$ cat src/rtl/bram_arbiter_pkg.sv
// rtl/bram_arbiter_pkg.sv - shared widths, owner ids and read-tag type for the BRAM arbiter
package bram_arbiter_pkg;

    localparam int ADDR_W_DEF = 20;
    localparam int DATA_W_DEF = 32;

    typedef enum logic {
        M0 = 1'b0,
        M1 = 1'b1
    } owner_e;

    typedef struct packed {
        logic   valid;
        owner_e owner;
    } rd_tag_t;

    // The read-tag pipeline only models the two latencies the BRAM macro offers
    function automatic bit rd_lat_ok(input int lat);
        return (lat == 1) || (lat == 2);
    endfunction

endpackage

$ cat src/rtl/bram_arbiter_if.sv
// rtl/bram_arbiter_if.sv - bundle of both master ports and the shared BRAM port
interface bram_arbiter_if
    import bram_arbiter_pkg::*;
#(
    parameter int ADDR_W = ADDR_W_DEF,
    parameter int DATA_W = DATA_W_DEF
);

    logic              m0_req;
    logic              m0_we;
    logic [ADDR_W-1:0] m0_addr;
    logic [DATA_W-1:0] m0_wdata;
    logic              m0_lock;
    logic              m0_gnt;
    logic              m0_rvalid;
    logic [DATA_W-1:0] m0_rdata;

    logic              m1_req;
    logic              m1_we;
    logic [ADDR_W-1:0] m1_addr;
    logic [DATA_W-1:0] m1_wdata;
    logic              m1_lock;
    logic              m1_gnt;
    logic              m1_rvalid;
    logic [DATA_W-1:0] m1_rdata;

    logic              mem_we;
    logic [ADDR_W-1:0] mem_addr;
    logic [DATA_W-1:0] mem_wdata;
    logic [DATA_W-1:0] mem_rdata;

    // Arbiter side
    modport slave (
        input  m0_req, m0_we, m0_addr, m0_wdata, m0_lock,
        output m0_gnt, m0_rvalid, m0_rdata,
        input  m1_req, m1_we, m1_addr, m1_wdata, m1_lock,
        output m1_gnt, m1_rvalid, m1_rdata,
        output mem_we, mem_addr, mem_wdata,
        input  mem_rdata
    );

    // Requesters plus the BRAM instance
    modport master (
        output m0_req, m0_we, m0_addr, m0_wdata, m0_lock,
        input  m0_gnt, m0_rvalid, m0_rdata,
        output m1_req, m1_we, m1_addr, m1_wdata, m1_lock,
        input  m1_gnt, m1_rvalid, m1_rdata,
        input  mem_we, mem_addr, mem_wdata,
        output mem_rdata
    );

endinterface

$ cat src/rtl/bram_arbiter_rd_tag_pipe.sv
// rtl/bram_arbiter_rd_tag_pipe.sv - RD_LAT-deep shift register of {valid, owner} read tags
module rd_tag_pipe
    import bram_arbiter_pkg::*;
#(
    parameter int RD_LAT = 1
) (
    input  logic    clk,
    input  logic    rst,
    input  rd_tag_t tag_in,
    output rd_tag_t tag_out
);

    rd_tag_t [RD_LAT-1:0] pipe_q;
    rd_tag_t [RD_LAT-1:0] pipe_d;

    always_comb begin
        pipe_d    = pipe_q;
        pipe_d[0] = tag_in;
        for (int i = 1; i < RD_LAT; i++) begin
            pipe_d[i] = pipe_q[i-1];
        end
    end

    // Clearing on reset drops reads in flight so they never raise rvalid
    always_ff @(posedge clk) begin
        if (rst) begin
            pipe_q <= '0;
        end else begin
            pipe_q <= pipe_d;
        end
    end

    assign tag_out = pipe_q[RD_LAT-1];

endmodule

$ cat src/rtl/bram_arbiter.sv
// rtl/bram_arbiter.sv - round-robin two-master arbiter with lock for a single-port data BRAM
module bram_arbiter
    import bram_arbiter_pkg::*;
#(
    parameter int ADDR_W = ADDR_W_DEF,
    parameter int DATA_W = DATA_W_DEF,
    parameter int RD_LAT = 1
) (
    input  logic          clk,
    input  logic          rst,
    bram_arbiter_if.slave bus
);

    if (!rd_lat_ok(RD_LAT)) begin : g_rd_lat_check
        $error("bram_arbiter: RD_LAT must be 1 or 2");
    end

    owner_e            last_q;
    owner_e            last_d;
    logic              locked_q;
    logic              locked_d;
    logic [ADDR_W-1:0] addr_q;
    logic [ADDR_W-1:0] addr_d;
    logic [DATA_W-1:0] wdata_q;
    logic [DATA_W-1:0] wdata_d;

    logic              gnt_any;
    owner_e            gnt_id;
    logic              own_req;
    logic              own_lock;
    logic              sel_we;
    logic              sel_lock;
    logic [ADDR_W-1:0] sel_addr;
    logic [DATA_W-1:0] sel_wdata;
    rd_tag_t           tag_in;
    rd_tag_t           tag_out;

    assign own_req  = (last_q == M1) ? bus.m1_req  : bus.m0_req;
    assign own_lock = (last_q == M1) ? bus.m1_lock : bus.m0_lock;

    // While locked the owner keeps the port even when idle; otherwise the
    // master that did not win last time takes a conflict.
    always_comb begin
        gnt_any = 1'b0;
        gnt_id  = M0;
        if (!rst) begin
            if (locked_q) begin
                gnt_any = own_req;
                gnt_id  = last_q;
            end else if (bus.m0_req && bus.m1_req) begin
                gnt_any = 1'b1;
                gnt_id  = (last_q == M0) ? M1 : M0;
            end else if (bus.m0_req) begin
                gnt_any = 1'b1;
                gnt_id  = M0;
            end else if (bus.m1_req) begin
                gnt_any = 1'b1;
                gnt_id  = M1;
            end
        end
    end

    always_comb begin
        sel_we    = bus.m0_we;
        sel_lock  = bus.m0_lock;
        sel_addr  = bus.m0_addr;
        sel_wdata = bus.m0_wdata;
        if (gnt_id == M1) begin
            sel_we    = bus.m1_we;
            sel_lock  = bus.m1_lock;
            sel_addr  = bus.m1_addr;
            sel_wdata = bus.m1_wdata;
        end
    end

    always_comb begin
        last_d   = last_q;
        locked_d = locked_q;
        addr_d   = addr_q;
        wdata_d  = wdata_q;
        if (gnt_any) begin
            last_d   = gnt_id;
            locked_d = sel_lock;
            addr_d   = sel_addr;
            wdata_d  = sel_wdata;
        end else if (locked_q && !own_req && !own_lock) begin
            // Owner walked away without keeping the lock
            locked_d = 1'b0;
        end
    end

    always_ff @(posedge clk) begin
        if (rst) begin
            last_q   <= M1;
            locked_q <= 1'b0;
            addr_q   <= '0;
            wdata_q  <= '0;
        end else begin
            last_q   <= last_d;
            locked_q <= locked_d;
            addr_q   <= addr_d;
            wdata_q  <= wdata_d;
        end
    end

    assign bus.mem_we    = gnt_any && sel_we;
    assign bus.mem_addr  = gnt_any ? sel_addr  : addr_q;
    assign bus.mem_wdata = gnt_any ? sel_wdata : wdata_q;

    assign bus.m0_gnt = gnt_any && (gnt_id == M0);
    assign bus.m1_gnt = gnt_any && (gnt_id == M1);

    assign tag_in.valid = gnt_any && !sel_we;
    assign tag_in.owner = gnt_id;

    rd_tag_pipe #(
        .RD_LAT (RD_LAT)
    ) u_rd_tag_pipe (
        .clk     (clk),
        .rst     (rst),
        .tag_in  (tag_in),
        .tag_out (tag_out)
    );

    assign bus.m0_rvalid = !rst && tag_out.valid && (tag_out.owner == M0);
    assign bus.m1_rvalid = !rst && tag_out.valid && (tag_out.owner == M1);
    assign bus.m0_rdata  = bus.mem_rdata;
    assign bus.m1_rdata  = bus.mem_rdata;

endmodule
$ cat src/flat_wrapper.sv
// flat-port wrapper written by rule: the top's interface ports become plain ports
module bram_arbiter_flat import bram_arbiter_pkg::*;
#(
    parameter int ADDR_W = ADDR_W_DEF,
    parameter int DATA_W = DATA_W_DEF,
    parameter int RD_LAT = 1
)
  (clk, rst, bus_m0_req, bus_m0_we, bus_m0_addr, bus_m0_wdata, bus_m0_lock, bus_m0_gnt, bus_m0_rvalid, bus_m0_rdata, bus_m1_req, bus_m1_we, bus_m1_addr, bus_m1_wdata, bus_m1_lock, bus_m1_gnt, bus_m1_rvalid, bus_m1_rdata, bus_mem_we, bus_mem_addr, bus_mem_wdata, bus_mem_rdata);
  bram_arbiter_if #(.ADDR_W(ADDR_W), .DATA_W(DATA_W)) bus_i ();
  input  logic clk;
  input  logic rst;
  input wire logic [$bits(bus_i.m0_req)-1:0] bus_m0_req;
  input wire logic [$bits(bus_i.m0_we)-1:0] bus_m0_we;
  input wire logic [$bits(bus_i.m0_addr)-1:0] bus_m0_addr;
  input wire logic [$bits(bus_i.m0_wdata)-1:0] bus_m0_wdata;
  input wire logic [$bits(bus_i.m0_lock)-1:0] bus_m0_lock;
  output wire logic [$bits(bus_i.m0_gnt)-1:0] bus_m0_gnt;
  output wire logic [$bits(bus_i.m0_rvalid)-1:0] bus_m0_rvalid;
  output wire logic [$bits(bus_i.m0_rdata)-1:0] bus_m0_rdata;
  input wire logic [$bits(bus_i.m1_req)-1:0] bus_m1_req;
  input wire logic [$bits(bus_i.m1_we)-1:0] bus_m1_we;
  input wire logic [$bits(bus_i.m1_addr)-1:0] bus_m1_addr;
  input wire logic [$bits(bus_i.m1_wdata)-1:0] bus_m1_wdata;
  input wire logic [$bits(bus_i.m1_lock)-1:0] bus_m1_lock;
  output wire logic [$bits(bus_i.m1_gnt)-1:0] bus_m1_gnt;
  output wire logic [$bits(bus_i.m1_rvalid)-1:0] bus_m1_rvalid;
  output wire logic [$bits(bus_i.m1_rdata)-1:0] bus_m1_rdata;
  output wire logic [$bits(bus_i.mem_we)-1:0] bus_mem_we;
  output wire logic [$bits(bus_i.mem_addr)-1:0] bus_mem_addr;
  output wire logic [$bits(bus_i.mem_wdata)-1:0] bus_mem_wdata;
  input wire logic [$bits(bus_i.mem_rdata)-1:0] bus_mem_rdata;
  assign bus_i.m0_req = bus_m0_req;
  assign bus_i.m0_we = bus_m0_we;
  assign bus_i.m0_addr = bus_m0_addr;
  assign bus_i.m0_wdata = bus_m0_wdata;
  assign bus_i.m0_lock = bus_m0_lock;
  assign bus_m0_gnt = bus_i.m0_gnt;
  assign bus_m0_rvalid = bus_i.m0_rvalid;
  assign bus_m0_rdata = bus_i.m0_rdata;
  assign bus_i.m1_req = bus_m1_req;
  assign bus_i.m1_we = bus_m1_we;
  assign bus_i.m1_addr = bus_m1_addr;
  assign bus_i.m1_wdata = bus_m1_wdata;
  assign bus_i.m1_lock = bus_m1_lock;
  assign bus_m1_gnt = bus_i.m1_gnt;
  assign bus_m1_rvalid = bus_i.m1_rvalid;
  assign bus_m1_rdata = bus_i.m1_rdata;
  assign bus_mem_we = bus_i.mem_we;
  assign bus_mem_addr = bus_i.mem_addr;
  assign bus_mem_wdata = bus_i.mem_wdata;
  assign bus_i.mem_rdata = bus_mem_rdata;
  bram_arbiter #(.ADDR_W(ADDR_W), .DATA_W(DATA_W), .RD_LAT(RD_LAT)) u_core (.clk(clk), .rst(rst), .bus(bus_i));
endmodule
$ cat config.mk
export PLATFORM = sky130hd
export DESIGN_NAME = bram_arbiter_flat
export DESIGN_NICKNAME = d
export VERILOG_FILES = /design/src/rtl/bram_arbiter_pkg.sv /design/src/rtl/bram_arbiter_if.sv /design/src/rtl/bram_arbiter_rd_tag_pipe.sv /design/src/rtl/bram_arbiter.sv /design/src/flat_wrapper.sv
export SDC_FILE = /design/constraint.sdc
export NUM_CORES = 1
export LEC_CHECK = 0
export ABC_AREA = 1
export CORE_MARGIN = 2
export CORE_UTILIZATION = 31
export DETAILED_ROUTE_END_ITERATION = 10
export PLACE_DENSITY = 0.89
export SYNTH_ARGS = -nofsm -noshare
export SYNTH_HDL_FRONTEND = slang
export SYNTH_SLANG_ARGS = --single-unit
$ cat constraint.sdc
create_clock -name clk -period 1.4 [get_ports clk]
set_input_delay 0.14 -clock clk [delete_from_list [all_inputs] [get_ports clk]]
set_output_delay 0.14 -clock clk [all_outputs]
set_load 0.1 [all_outputs]
* Yosys cells after proc, flatten, opt, wreduce, memory -nomap -nowiden *
Cells that the tools add are included.

word-level totals
  input bits = 144
  output and inout port bits = 121
  word-level logic and storage cells = 43
  register bits = 56

operators by class
  reduce and logical (&&, ||, !) cells = 15
  muxes and demuxes = 20
  bitwise operators = 2

operators with widths
  operator            count
  two-way mux 32 bit  2
  two-way mux 20 bit  2
  two-way mux 1 bit   16
  logical AND 1 bit   10
  logical NOT 1 bit   4
  NOT 1 bit           2
  nonzero test 2 bit  1

* Depth between registers and ports, before layout *
  word-level depth = 8
  gate-level depth with buffers = 10

* By module *
Synthesis repeated with hierarchy kept, for this count alone.

unflattened totals
  cells, all modules = 568
  area, all modules = 3,559.7 µm²

modules (own cells, without submodules)
  module        sequential area each (µm²)  cells an instance  times used  area each (µm²)
  bram_arbiter  1,081.0                     562                1           3,504.6
  rd_tag_pipe   40.0                        6                  1           55.1

* Worst setup path after synthesis *
No wires, ideal clock.

  kind = reg2out
  start = reg u_core.last_q
  end = out bus_mem_we
  stages on the path, launching flop included = 8
  arrival time = 2,479 ps
  setup slack = -1,219 ps
  buffers on the path = 1
  cell sequence = dfxtp_1 > inv_2 > a21oi_4 > nand2_1 > buf_4 > inv_1 > nand2_1 > a21oi_1

between the ends
  cells in the longest elaborated chain, start to end = 6
  elaborated cells between the ends (all ways) = 9
  classes of those cells = 8 x mux; 1 x reduce/logical

RTL lines
  item                    RTL line             text
  start, declared         bram_arbiter.sv:18   owner_e last_q;
  start signal, assigned  bram_arbiter.sv:99   last_q <= last_d;
  two-way mux 1 bit       bram_arbiter.sv:52   gnt_id = (last_q == M0) ? M1 : M0;
  two-way mux 1 bit       bram_arbiter.sv:50   end else if (bus.m0_req && bus.m1_req) begin
  two-way mux 1 bit       bram_arbiter.sv:47   if (locked_q) begin
  two-way mux 1 bit       bram_arbiter.sv:46   if (!rst) begin
  two-way mux 1 bit       bram_arbiter.sv:68   if (gnt_id == M1) begin
  logical AND 1 bit (*)   bram_arbiter.sv:106  assign bus.mem_we = gnt_any && sel_we;
  end, declared           flat_wrapper.sv:28   output wire logic [$bits(bus_i.mem_we)-1:0] bus_mem_we;

Every way passes the cells marked *; elsewhere a longest branch is shown, timed or not.

* Final worst setup path *
  start = reg u_core.last_q
  end = out bus_mem_wdata[14]

between the ends
  cells in the longest elaborated chain, start to end = 6
  elaborated cells between the ends (all ways) = 9
  classes of those cells = 9 x mux

RTL lines
  item                    RTL line            text
  two-way mux 1 bit       bram_arbiter.sv:52
  two-way mux 1 bit       bram_arbiter.sv:50
  two-way mux 1 bit       bram_arbiter.sv:47
  two-way mux 1 bit       bram_arbiter.sv:46
  two-way mux 32 bit      bram_arbiter.sv:68
  two-way mux 32 bit (*)  n/a
  end, declared           flat_wrapper.sv:30  output wire logic [$bits(bus_i.mem_wdata)-1:0] bus_mem_wdata;

Marked as above.

==> flow_summary.json <==
{
  "outcome": "complete, but fails checks",
  "violations": "negative setup slack",
  "crit_required_ns": 1.26,
  "wl_per_cell_um": 17.68,
  "clkSlewWorstSetupHoldPaths_ns": 0.10,
  "power_density_nw_per_um2": 1097,
  "synth_cell_type_count": 16,
  "finalHoldViolations": 0,
  "maxCapViolations": 0,
  "worst_setup_path_end_kind": "primary output",
  "rrSetupSlack_ns": -0.30,
  "drtIter0Drc": 281,
  "min_delay_path_depth": 3,
  "fillers": 771,
  "io_pins": 265,
  "drv_slew": 0,
  "overflow": 0,
  "reg2reg_from": "u_core.last_q",
  "cts_tree": "done",
  "power_leakage_nw": 3.331,
  "clockBufferDepth": 2,
  "dr.pass1.iters": 4,
  "cts_hold_buf": 0,
  "mostFrequentLayoutCells": "nand2_1, clkdlybuf4s50_1, buf_12",
  "fin_nets": 839,
  "max_freq_mhz": 497.7,
  "whs_endpoint": "u_core.wdata_q[25]",
  "crit_type": "reg2out",
  "grt_usage_pct": 19.79,
  "dieArea_um2": 12030,
  "dpl_cell_area_um2": 6544,
  "routed_wl_mm": 14.78,
  "yosys_warnings": 0,
  "hold_path.class": "in2reg",
  "avgViaCountPerCell": 5.014,
  "worstMarginPinSlew_ns": 0.6073,
  "die_x_um": 109.7,
  "syn-num-nets": 701,
  "grt_max_degree": 49,
  "setup_slack_ns": -0.6092,
  "cts_sinks": 56,
  "rows": 38,
  "gp_congestion": 0.7724,
  "seq_area_frac_synth_pct": 32.39,
  "setup_viol": 106,
  "slew_headroom_pct": 59.51,
  "stdcell_area_um2": 7535,
  "core_um2": 10890,
  "start_kind": "flip-flop",
  "h-tree-depth": 2,
  "crit_path_max_fanout": 18,
  "synth_area_per_cell_um2": 6.213,
  "postRouteAntennaNets": 0,
  "antenna_found_initial": 0,
  "peakVddDrop_uv": 601.8,
  "dpl.hpwl_mm": 8.951,
  "area_delta_synth_final_pct": 117.7,
  "netlist_area_um2": 3461,
  "final_common_cell": "nand2_1",
  "multiInputGateArea_um2": 3043,
  "skew_ns": 0.005409,
  "clk_latency_ns": 0.31,
  "io_buffer_count": 168,
  "min_from": "rst",
  "cp_data_arrival_time_ns": 1.87,
  "period_minus_slack_ns": 2.009,
  "r2r_cells": 11,
  "cts_buffers": 5,
  "rsz0062_at_grt": "true",
  "p_total_mw": 8.269,
  "grt_first_pass_wirelength_mm": 18.44,
  "drc": 0,
  "ys_ff_latch": 56,
  "grt_pass1_vias": 3774,
  "num_vias": 4192,
  "fp.dieH_um": 109.7,
  "timing.rr.end": "u_core.wdata_q[7]",
  "initial_utilization_pct": 31.79,
  "ctsRootBufferMaster": "clkbuf_8",
  "min_period_over_period_pct": 143.5,
  "antenna_cells": 0,
  "seqCellArea_um2": 1129,
  "layout-drive-gt1-share_pct": 43.68,
  "syn_inst": 557
}
[timing repair]
item / 4_1_cts / 5_1_grt
setup endpoints to repair: 107 / 109
setup buffers: 12 / 10
resized for setup: 60 / 85
cloned: 2 / 8
pin swaps: 1 / 7
[cell usage after synthesis]
master	n	area share (%)
a21oi_1	54	7.8
a21oi_4	1	0.47
buf_1	3	0.33
buf_2	14	2.0
buf_4	67	15
buf_6	4	1.3
clkbuf_1	9	0.98
dfxtp_1	56	32
inv_1	5	0.54
inv_2	2	0.22
nand2_1	274	30
nand2_2	1	0.18
nand3_1	55	8.0
nand3_2	1	0.29
nor2_1	9	0.98
o21ai_0	2	0.29
[metrics by stage]
stage | std cells | setup TNS, ns | hold slack (ns) | utilization, % | setup WS (ns)
2_1_floorplan | 557 | -2.361 | 0.3060 | - | -0.2445
3_3_place_gp | 798 | -37.69 | 0.2810 | 60.10 | -0.4718
3_5_place_dp | 798 | -39.72 | 0.2810 | 60.10 | -0.5184
4_1_cts | 820 | -30.48 | 0.2156 | 64.40 | -0.5683
5_1_grt | 836 | -40.72 | 0.2322 | 69.20 | -0.6646
6_report | 836 | -33.31 | 0.2371 | 69.20 | -0.6092
[how the worst max path moves through the flow]
stage | slack, ns | depth (start not counted) | endpoint | startpoint
2_1_floorplan | -0.24 | 7 | bus_mem_we | u_core.last_q
3_3_place_gp | -0.47 | 9 | bus_mem_wdata[9] | bus_m1_req
3_5_place_dp | -0.52 | 9 | bus_mem_wdata[31] | bus_m1_req
4_1_cts | -0.57 | 10 | bus_mem_wdata[4] | u_core.last_q
5_1_grt | -0.66 | 9 | bus_mem_wdata[14] | u_core.last_q
6_report | -0.61 | 9 | bus_mem_wdata[14] | u_core.last_q
[state kept, by name (all words and copies together), names as in the netlist]
register	cells
u_core.last_q	1
u_core.wdata_q	32
u_core.u_rd_tag_pipe.tag_out	2
u_core.locked_q	1
u_core.addr_q	20
[area by class of cell]
class | count | share of cell area (%)
Clock inverter | 2 | 0.1328
Multi-Input combinational cell | 397 | 40.39
Tap cell | 140 | 2.325
Timing Repair Buffer | 228 | 40.47
Inverter | 7 | 0.6144
Clock buffer | 6 | 1.096
Sequential cell | 56 | 14.98
[cell families after synthesis]
logic type | after synthesis | synth area share, %
compound gates | 57 | 8.568
simple gates | 340 | 39.12
buf+inv | 104 | 19.92
flops | 56 | 32.39
[critical path, stage by stage, from the launching register on]
cell and delay [ns]:
dfxtp_4 0.40, inv_4 0.05, a21oi_4 0.12, buf_4 0.17, buf_8 0.18, nand3_1 0.12, nand2_1 0.13, nand2_2 0.12
nand2_8 0.10, buf_12 0.17
[power breakdown]
group          switching, mW  leakage, nW  internal, mW
combinational           3.31         2.82          2.19
sequential            0.0744        0.460          1.74
clock                  0.555       0.0510         0.397
total                   3.94         3.33          4.32
[metal layers]
| layer | up-vias | routed length [µm] | global-route usage [%] |
|---|---|---|---|
| li1 | 1977 | - | - |
| met3 | 39 | 1116 | 6.165 |
| met2 | 198 | 7609 | 35.76 |
| met1 | 1978 | 5596 | 21.88 |
| met5 | - | 0 | 0 |
| met4 | 0 | 461 | 6.600 |
(Power assumes the default switching activity.)
==> edit: new RTL, same settings <==
`RD_LAT` is set to 1 in 3 places; all go to 2.
--- a/src/rtl/bram_arbiter_rd_tag_pipe.sv
+++ b/src/rtl/bram_arbiter_rd_tag_pipe.sv
@@ -2,7 +2,7 @@
 module rd_tag_pipe
     import bram_arbiter_pkg::*;
 #(
-    parameter int RD_LAT = 1
+    parameter int RD_LAT = 2
 ) (
     input  logic    clk,
     input  logic    rst,
--- a/src/rtl/bram_arbiter.sv
+++ b/src/rtl/bram_arbiter.sv
@@ -4,7 +4,7 @@
 #(
     parameter int ADDR_W = ADDR_W_DEF,
     parameter int DATA_W = DATA_W_DEF,
-    parameter int RD_LAT = 1
+    parameter int RD_LAT = 2
 ) (
     input  logic          clk,
     input  logic          rst,
--- a/src/flat_wrapper.sv
+++ b/src/flat_wrapper.sv
@@ -3,7 +3,7 @@
 #(
     parameter int ADDR_W = ADDR_W_DEF,
     parameter int DATA_W = DATA_W_DEF,
-    parameter int RD_LAT = 1
+    parameter int RD_LAT = 2
 )
   (clk, rst, bus_m0_req, bus_m0_we, bus_m0_addr, bus_m0_wdata, bus_m0_lock, bus_m0_gnt, bus_m0_rvalid, bus_m0_rdata, bus_m1_req, bus_m1_we, bus_m1_addr, bus_m1_wdata, bus_m1_lock, bus_m1_gnt, bus_m1_rvalid, bus_m1_rdata, bus_mem_we, bus_mem_addr, bus_mem_wdata, bus_mem_rdata);
   bram_arbiter_if #(.ADDR_W(ADDR_W), .DATA_W(DATA_W)) bus_i ();
Check against the original RTL: not equivalent (Yosys sat finds a counterexample within 4 cycles, from zero or initial values and one cycle with rst high).
==> edit against the original RTL <==
  * The run still ends with negative setup slack left
  * Synthesized area rose by 1.7%
  * Cell area rose by 5.7%
  * Sequential cell count rose by 2
  * Power rose by 17%
  * Routed wire length rose by 5.4%
  * Global-route usage rose by 1.3 points
  * Setup slack improved by 54 ps
==> edit: results (changes against the original RTL) <==
{| class="wikitable"
! Metric !! Value
|-
| Nets@finish || 879 (+4.8%)
|-
| Synthesized-area fraction occupied by ao, oa, aoi and oai cells || 8.428% (-0.14 points)
|-
| WHS || 230.5 ps (-6.642 ps)
|-
| Worst-Margin Slew || 679.7 ps (+72.35 ps)
|-
| Worst Setup Slack, final || -554.7 ps (+54.42 ps)
|-
| End of the worst register-to-register path || u_core.wdata_q[14]
|-
| Result of the run || finished, violations left
|-
| Detailed-route vias per instance || 4.955 (-1.2%)
|-
| Via count of the first global-routing pass || 4,373 (+16%)
|-
| Most frequent cells after synthesis || sky130_fd_sc_hd__nand2_1 (274), sky130_fd_sc_hd__buf_4 (68), sky130_fd_sc_hd__dfxtp_1 (58), sky130_fd_sc_hd__nand3_1 (55), sky130_fd_sc_hd__a21oi_1 (54)
|-
| Post-place instance area || 0.006929 sq mm (+5.9%)
|-
| Worst clock skew on the final layout || 8.495 ps (+3.086 ps)
|-
| Proportion of synthesized chip area in sequential cells || 33.00% (+0.61 points)
|-
| Post-place setup slack || -518.5 ps (-0.1040 ps)
|-
| Cell at the root of the clock tree || sky130_fd_sc_hd__clkbuf_16
|-
| Fraction of layout instances using a drive strength above 1 || 46.08% (+2.4 points)
|-
| # setup viols final || 94 (-11%)
|-
| Share of the synthesized area in the top cell type || 33.00% (+0.61 points)
|-
| Number of buffers created by CTS || 9 (+4)
|-
| Slack of the worst reg-to-reg path || -200 ps (+100 ps)
|-
| Global-route wire length before repair || 21,020 um (+14%)
|-
| Dpl hpwl || 9574 um (+7.0%)
|-
| Detailed router's first-iteration violation count || 194 (-31%)
|-
| Worst-case reg-to-reg path depth || 9 (-2)
|-
| Critical path peak fanout || 7 (-11)
|-
| Wirelength per Cell || 17.71 um (+0.13%)
|-
| Hold Crit Endpoint || u_core.addr_q[9]
|-
| Largest voltage drop on the vdd net || 0.7367 mV (+22%)
|-
| Violations in the final reports || negative setup slack
|-
| Maximum cell stage delay along the critical path || 360 ps (-40 ps)
|-
| Leakage power of the design || 3.423 nW (+2.7%)
|-
| Largest cells by area after synthesis || sky130_fd_sc_hd__dfxtp_1 (33%), sky130_fd_sc_hd__nand2_1 (29%), sky130_fd_sc_hd__buf_4 (15%), sky130_fd_sc_hd__nand3_1 (7.8%), sky130_fd_sc_hd__a21oi_1 (7.7%)
|}
==> edit: cell count changes after synthesis <==
cell	delta
sky130_fd_sc_hd__buf_4	+1
sky130_fd_sc_hd__dfxtp_1	+2
sky130_fd_sc_hd__inv_1	+1
sky130_fd_sc_hd__clkbuf_1	+1
sky130_fd_sc_hd__inv_2	+1
sky130_fd_sc_hd__buf_1	-1
sky130_fd_sc_hd__nor2_1	+2
sky130_fd_sc_hd__buf_2	-1
==> edit: layer usage <==
layer	vias to the layer above	GRT usage, %	part of all wire, %
met1	2026	21.91	35
li1	2071	-	-
met2	202	39.63	54
met3	61	7.300	6.7
met5	-	0	0
met4	0	6.167	4.1
==> edit: timing repair <==
action,4_1_cts,5_1_grt
gates resized for setup,30,105
hold buffers,0,0
pin swaps,3,3
endpoints found under the setup margin,105,109
buffers inserted,2,7
cloned,1,4
==> edit: final cells by class <==
class / count / area, sq um
repair buffers: 258 / 3227
multi-input cells: 399 / 3030
fillers: 727 / 2973
flip-flops and latches: 58 / 1169
clock buffers: 11 / 242.7
well taps: 140 / 175.2
clock inverters: 5 / 77.57
inverters: 9 / 41.29
==> edit: worst max path at each step <==
stage | startpoint | end | slack, ps | depth (start not counted)
2_1_floorplan | rst | bus_m0_rvalid | -410 | 4
3_3_place_gp | bus_m0_req | bus_mem_wdata[25] | -460 | 10
3_5_place_dp | bus_m0_req | bus_mem_addr[10] | -520 | 10
4_1_cts | u_core.last_q | bus_mem_wdata[3] | -540 | 10
5_1_grt | u_core.last_q | bus_mem_wdata[12] | -620 | 9
6_report | u_core.last_q | bus_mem_addr[17] | -550 | 10
==> edit: report_power, final <==
group	total [mW]	internal [mW]	leakage [nW]	switching, mW
clock	2.35	1.60	0.156	0.751
combinational	5.48	2.18	2.79	3.31
sequential	1.87	1.80	0.477	0.0659
